==> src/rtl/uc_dispara_tiro.sv <==
// Shot-spawn control unit: scans the shot memory for the first free slot and writes a new shot there.
// Optional post-shot cooldown is enabled by defining UC_DISPARA_TIRO_COOLDOWN_EN.
module uc_dispara_tiro #(
   parameter int N_TIROS         = 8,
   parameter int ADDR_W          = 3,
   parameter int COORD_W         = 8,
   parameter int COOLDOWN_CICLOS = 16
) (
   input  logic               clock,
   input  logic               reset,
   input  logic               disparar,
   input  logic               bloqueio,
   input  logic [COORD_W-1:0] nave_x,
   input  logic [COORD_W-1:0] nave_y,
   input  logic [1:0]         nave_direcao,
   input  logic               mem_loaded_rd,
   output logic [ADDR_W-1:0]  mem_addr,
   output logic               mem_we,
   output logic [COORD_W-1:0] wr_x,
   output logic [COORD_W-1:0] wr_y,
   output logic [1:0]         wr_opcode,
   output logic               wr_loaded,
   output logic               disparo_concluido,
   output logic               sem_slot,
   output logic               ocupado,
   output logic [3:0]         db_estado
);

   localparam logic [3:0] INICIO   = 4'd0;
   localparam logic [3:0] ESPERA   = 4'd1;
   localparam logic [3:0] CAPTURA  = 4'd2;
   localparam logic [3:0] LE       = 4'd3;
   localparam logic [3:0] VERIFICA = 4'd4;
   localparam logic [3:0] PROXIMO  = 4'd5;
   localparam logic [3:0] GRAVA    = 4'd6;
   localparam logic [3:0] SINALIZA = 4'd7;
   localparam logic [3:0] CHEIO    = 4'd8;

   localparam logic [ADDR_W-1:0] ULTIMO = ADDR_W'(N_TIROS - 1);
   localparam logic [ADDR_W-1:0] UM     = ADDR_W'(1);

   logic [3:0]         estado;
   logic [3:0]         prox;
   logic               pendente;
   logic               aceita;
   logic [ADDR_W-1:0]  addr;
   logic [COORD_W-1:0] lat_x;
   logic [COORD_W-1:0] lat_y;
   logic [1:0]         lat_op;

`ifdef UC_DISPARA_TIRO_COOLDOWN_EN
   localparam int CD_W = $clog2(COOLDOWN_CICLOS + 1);
   localparam logic [CD_W-1:0] CD_CARGA = CD_W'(COOLDOWN_CICLOS);
   localparam logic [CD_W-1:0] CD_ZERO  = {CD_W{1'b0}};
   localparam logic [CD_W-1:0] CD_UM    = CD_W'(1);

   logic [CD_W-1:0] cooldown;

   // Requests are discarded while the post-shot cooldown is still running
   assign aceita = disparar & (cooldown == CD_ZERO);

   always_ff @(posedge clock or posedge reset) begin
      if (reset)
         cooldown <= CD_ZERO;
      else if (estado == SINALIZA)
         cooldown <= CD_CARGA;
      else if (cooldown != CD_ZERO)
         cooldown <= cooldown - CD_UM;
      else
         cooldown <= cooldown;
   end
`else
   assign aceita = disparar;
`endif

   // Next-state logic
   always_comb begin
      prox = INICIO;
      case (estado)
         INICIO:   prox = ESPERA;
         ESPERA:   if (pendente && !bloqueio) prox = CAPTURA; else prox = ESPERA;
         CAPTURA:  prox = LE;
         LE:       prox = VERIFICA;
         VERIFICA: begin
            if (!mem_loaded_rd)     prox = GRAVA;
            else if (addr == ULTIMO) prox = CHEIO;
            else                     prox = PROXIMO;
         end
         PROXIMO:  prox = LE;
         GRAVA:    prox = SINALIZA;
         SINALIZA: prox = ESPERA;
         CHEIO:    prox = ESPERA;
         default:  prox = INICIO;
      endcase
   end

   // State, pending request, slot address and latched shot fields
   always_ff @(posedge clock or posedge reset) begin
      if (reset) begin
         estado   <= INICIO;
         pendente <= 1'b0;
         addr     <= {ADDR_W{1'b0}};
         lat_x    <= {COORD_W{1'b0}};
         lat_y    <= {COORD_W{1'b0}};
         lat_op   <= 2'b00;
      end else begin
         estado <= prox;
         // A new request wins over the clear so it is never lost
         if (aceita)
            pendente <= 1'b1;
         else if (estado == ESPERA && prox == CAPTURA)
            pendente <= 1'b0;
         else
            pendente <= pendente;
         if (estado == CAPTURA) begin
            addr   <= {ADDR_W{1'b0}};
            lat_x  <= nave_x;
            lat_y  <= nave_y;
            lat_op <= nave_direcao;
         end else if (estado == PROXIMO) begin
            addr <= addr + UM;
         end else begin
            addr <= addr;
         end
      end
   end

   // Moore outputs registered from the next state so they line up with the state register
   always_ff @(posedge clock or posedge reset) begin
      if (reset) begin
         mem_we            <= 1'b0;
         wr_loaded         <= 1'b0;
         disparo_concluido <= 1'b0;
         sem_slot          <= 1'b0;
         ocupado           <= 1'b0;
      end else begin
         mem_we            <= (prox == GRAVA);
         wr_loaded         <= (prox == GRAVA);
         disparo_concluido <= (prox == SINALIZA);
         sem_slot          <= (prox == CHEIO);
         ocupado           <= (prox != INICIO) && (prox != ESPERA);
      end
   end

   assign mem_addr  = addr;
   assign wr_x      = lat_x;
   assign wr_y      = lat_y;
   assign wr_opcode = lat_op;
   assign db_estado = estado;

endmodule

==> config.mk <==
export PLATFORM = sky130hd
export DESIGN_NAME = uc_dispara_tiro
export DESIGN_NICKNAME = d
export VERILOG_FILES = /design/src/rtl/uc_dispara_tiro.sv
export SDC_FILE = /design/constraint.sdc
export NUM_CORES = 1
export LEC_CHECK = 0
export BUFFER_PORTS_ARGS = -buffer_cell sky130_fd_sc_hd__buf_2
export CORE_MARGIN = 1
export CORE_UTILIZATION = 25
export DETAILED_ROUTE_END_ITERATION = 8
export GPL_ROUTABILITY_DRIVEN = 0
export GPL_TIMING_DRIVEN = 1
export PLACE_DENSITY = 0.44
export SKIP_LAST_GASP = 1
export SYNTH_ARGS = -nofsm -noshare
export SYNTH_HDL_FRONTEND = slang
export SYNTH_SLANG_ARGS = --single-unit
==> constraint.sdc <==
create_clock -name clock -period 1.7 [get_ports clock]
set_clock_uncertainty 0.2 [all_clocks]
set_input_delay 0.255 -clock clock [delete_from_list [all_inputs] [get_ports clock]]
set_output_delay 0.255 -clock clock [all_outputs]
set_load 0.1 [all_outputs]
# After elaboration in Yosys (flattened, before gate mapping)
# Index checks and enable logic that the tools add are counted.
# classes
n_div	0
magnitude_cmp	0
eq_ne	14
muxes	8
reduce_logical	10
mul	0
bitwise_logic	0
add_sub_neg	1
shift	0
# op_table
cell	n
== test 4 x 3 -> 1 bit (second input constant)	6
one-hot mux 4 bit (6 select lines)	1
== test 4 x 2 -> 1 bit (second input constant)	3
== test 4 bit (second input constant)	2
two-way mux 4 bit	2
two-way mux 3 bit	2
== test 4 x 1 -> 1 bit (second input constant)	1
zero test 4 bit	1
inequality test 4 x 1 -> 1 bit (second input constant)	1
nonzero test 2 bit	2
nonzero test 4 bit	1
adder 3 x 1 -> 3 bit (second input constant)	1
== test 3 bit (second input constant)	1
logical AND 1 bit	3
OR reduction 3 bit	1
two-way mux 1 bit	2
two-way mux 2 bit	1
OR reduction 2 bit	1
zero test 1 bit	1
# totals
mem_count	0
out_inout_bits	30
rom_bits	0
elab_cells	43
latch_bits	0
ff_bits	30
ram_bits	0

# Depth between registers and ports, before layout
# depth
word_depth	8
ltp_mapped	6

# Worst setup path after synthesis
# OpenSTA, ideal clock, no wires.
# synth_path
path_kind	register to register
start	reg estado[1] (netlist: db_estado[1])
end	reg lat_op[0] (netlist: wr_opcode[0])
period_less_slack_ns	2.275
setup_slack_ns	-0.575
required_ns	1.374
path_stages_with_launch	6
t_arrival_ns	1.949
cell_sequence	dfrtp_1 > nand2b_4 > or2_4 > nor2_8 > buf_12 > mux2_4
# synth_via
elab_chain_len	1
# synth_lines
item	line_no	source
start: declaration	42	logic [3:0] estado;
start signal: assignment	107	estado <= prox;
== test 4 x 2 -> 1 bit	115	if (estado == CAPTURA) begin
end signal: assignment	119	lat_op <= nave_direcao;
end: declaration	49	logic [1:0] lat_op;
# No other way between the ends.
# A chain may end at the register's enable or synchronous reset.

# Worst setup path after layout
# layout_path
start	reg estado[0] (netlist: db_estado[0])
end	reg lat_x[2] (netlist: wr_x[2])
# layout_via
elab_chain_len	1
# layout_lines
item	line_no	source
== test 4 x 2 -> 1 bit	115	
end signal: assignment	103	lat_x <= {COORD_W{1'b0}};
end signal: assignment	117	lat_x <= nave_x;
end: declaration	47	logic [COORD_W-1:0] lat_x;
# No other way between the ends.

==> flow_summary.yaml <==
status:
  status: "finished with violations"
  violations: "negative setup slack"
drt:
  ant_nets: 0
  drtPass1Iterations: 4
  vias: 997
  route.detailed.drc: 0
  drt-initial-drc-count: 50
  wl_per_cell_um: 12.8
  drt_wl_total_um: 3010
  routed_via_density: 4.24
synth:
  yosysSeqAreaShare_pct: 56.8
  synthCells: 98
  synth_nets: 123
  ys_types: 28
  syn_area_sq_um: 1320
  yosys_warnings: 0
  ys_ff_latch: 30
  avgSynthCellArea_sq_um: 13.5
worst_setup_path:
  cp.required_ps: 1650
  slowest_stage: "dfrtp_4"
  path_cells: "nand2b_4 > or2_4 > nor2_8 > buf_12 > mux2_2"
  path_class: "flop to flop"
  slowest_delay_ps: 470
  end_kind: "flop"
  cp-start-kind: "flop"
  critical_path.max_fanout: 6
  critPathArrivalTime_ps: 1740
cells_and_area:
  post_route_cells_drive_above_1_share_pct: 60.6
  regArea_sq_um: 771
  nets: 189
  antenna_cells: 0
  multi_input_area_sq_um: 548
  area_delta_synth_final_pct: 46.8
  mostFrequentLayoutCells: "buf_2, dfrtp_1, mux2_4"
  fillers: 512
  postLayoutCellArea_sq_um: 1940
  layout_commonest_cell: "buf_2"
floorplan:
  dieArea_sq_um: 5580
  coreArea_sq_um: 5110
  start_util_pct: 25.9
  dieWidth_um: 74.7
  io_pins: 53
  fp.dieH_um: 74.7
  rows: 26
run:
  maxCapViolCount: 0
global_route:
  grt_pass1_wl_um: 4440
  grt.total_usage_pct: 11.0
  grt_pass1_vias: 958
  grt-ovfl-total: 0
  grt_max_degree: 31
  antenna_found_initial: 0
clock_tree:
  clkSlewWorstSetupHoldPaths_ps: 60
  cts_tree: "done"
  ctsLongestPathBuffers: 2
  htreeDepth: 2
  cts_setup_buffers: 0
  cts_sinks: 30
  cts_buffers: 5
  clkLatencyLatePin_ps: 270
  cts-root-buf: "clkbuf_8"
timing:
  period_minus_slack_ps: 1790
  finalWorstSetupSlack_ps: -85.9
  hold_viol: 0
  rsz0062_at_grt: "yes"
  worstMarginPinSlew_ps: 492
  finalSetupViolations: 18
  slew_violations: 0
  max_freq_mhz: 560
  fin_crit_sh_pct: 105
  slew_headroom_pct: 67.4
placed_design:
  dpl_cell_area_sq_um: 1770
  port-buffer-count: 52
  hpwl_um: 2090
worst_hold_path:
  hold_path_class: "primary input to flop"
==> cell families (layout without fill, tap and decap cells) <==
| kind of cell | after synthesis | count (layout) | synth area share, % |
|---|---|---|---|
| compound gates | 17 | 17 | 8.71 |
| simple gates | 24 | 24 | 10.8 |
| mux | 18 | 18 | 18.2 |
| fa+ha+maj | 2 | 2 | 1.89 |
| flops | 30 | 30 | 56.8 |
| buf+inv | 7 | 74 | 3.60 |
==> final timing paths <==
| kind | startpoint | endpoint | slack, ps | depth (start not counted) |
|---|---|---|---|---|
| max in group asynchronous | reset | db_estado[0] | 580 | 4 |
| max reg2reg | db_estado[0] | wr_x[2] | -90 | 5 |
| min | nave_x[5] | wr_x[5] | 10 | 2 |
| min in group asynchronous | reset | wr_y[4] | 410 | 4 |
| min reg2reg | pendente | pendente | 270 | 1 |
| max | db_estado[0] | wr_x[2] | -90 | 5 |
==> metal layers <==
metal | global-route usage [%] | vias to the layer above | part of all wire [%]
li1 | - | 475 | -
met1 | 14.6 | 479 | 48
met2 | 16.6 | 41 | 44
met3 | 4.02 | 2 | 6.9
met4 | 3.77 | 0 | 0.27
met5 | 0 | - | 0
==> metrics by stage <==
step	setup WS [ps]	util, %	TNS, ps	std cells	hold WS, ps
2_1_floorplan	-310	-	-4720	98	146
3_3_place_gp	-47.8	34.7	-565	224	151
3_5_place_dp	-79.8	34.7	-863	224	160
4_1_cts	-88.8	36.9	-1060	234	5.14
5_1_grt	-118	38.0	-1900	235	3.99
6_report	-85.9	38.0	-1300	235	13.4
==> state kept, by name, summed over array words and instances, names as in the netlist <==
name,count
ocupado,1
mem_addr,3
disparo_concluido,1
wr_loaded,1
db_estado,4
wr_opcode,2
sem_slot,1
pendente,1
wr_y,8
wr_x,8
==> repair_timing <==
item,in CTS,in global routing
hold endpoints to repair,31,0
gates cloned,0,1
gates resized for setup,0,8
setup endpoints to repair,18,22
hold buffers,2,0
==> worst max-delay path: cells and delay by family, from the launching register on <==
kind | cells | cell delay [ps]
flops | 1 | 470
mux | 1 | 330
buf+inv | 1 | 140
simple gates | 3 | 530
==> cells in the mapped netlist, drive strengths merged <==
cell type	count	area share, %
dfrtp	30	57
mux2	18	18
nor2	9	3.8
a21oi	4	1.5
nand2	4	1.1
nor2b	4	1.9
a21o	3	1.7
buf	3	2.5
a311oi	2	1.3
clkbuf	2	0.57
ha	2	1.9
inv	2	0.57
nand2b	2	1.5
nor4	2	0.95
o21ai	2	0.76
o22ai	2	0.95
a211oi	1	0.57
a31o	1	0.66
and3	1	0.47
nor3	1	0.38
o21a	1	0.57
o32ai	1	0.66
or2	1	0.66
==> layout make-up <==
| cell class | instances | share of cell area, % |
|---|---|---|
| Sequential cell | 30 | 39.7 |
| Multi-Input combinational cell | 61 | 28.3 |
| Timing Repair Buffer | 64 | 22.4 |
| Tap cell | 70 | 4.52 |
| Clock buffer | 7 | 4.45 |
| Inverter | 2 | 0.387 |
| Clock inverter | 1 | 0.258 |
Power is left out: the tool's default activity adds up to more than one toggle a clock period on the data nets, which glitch-free logic cannot reach.
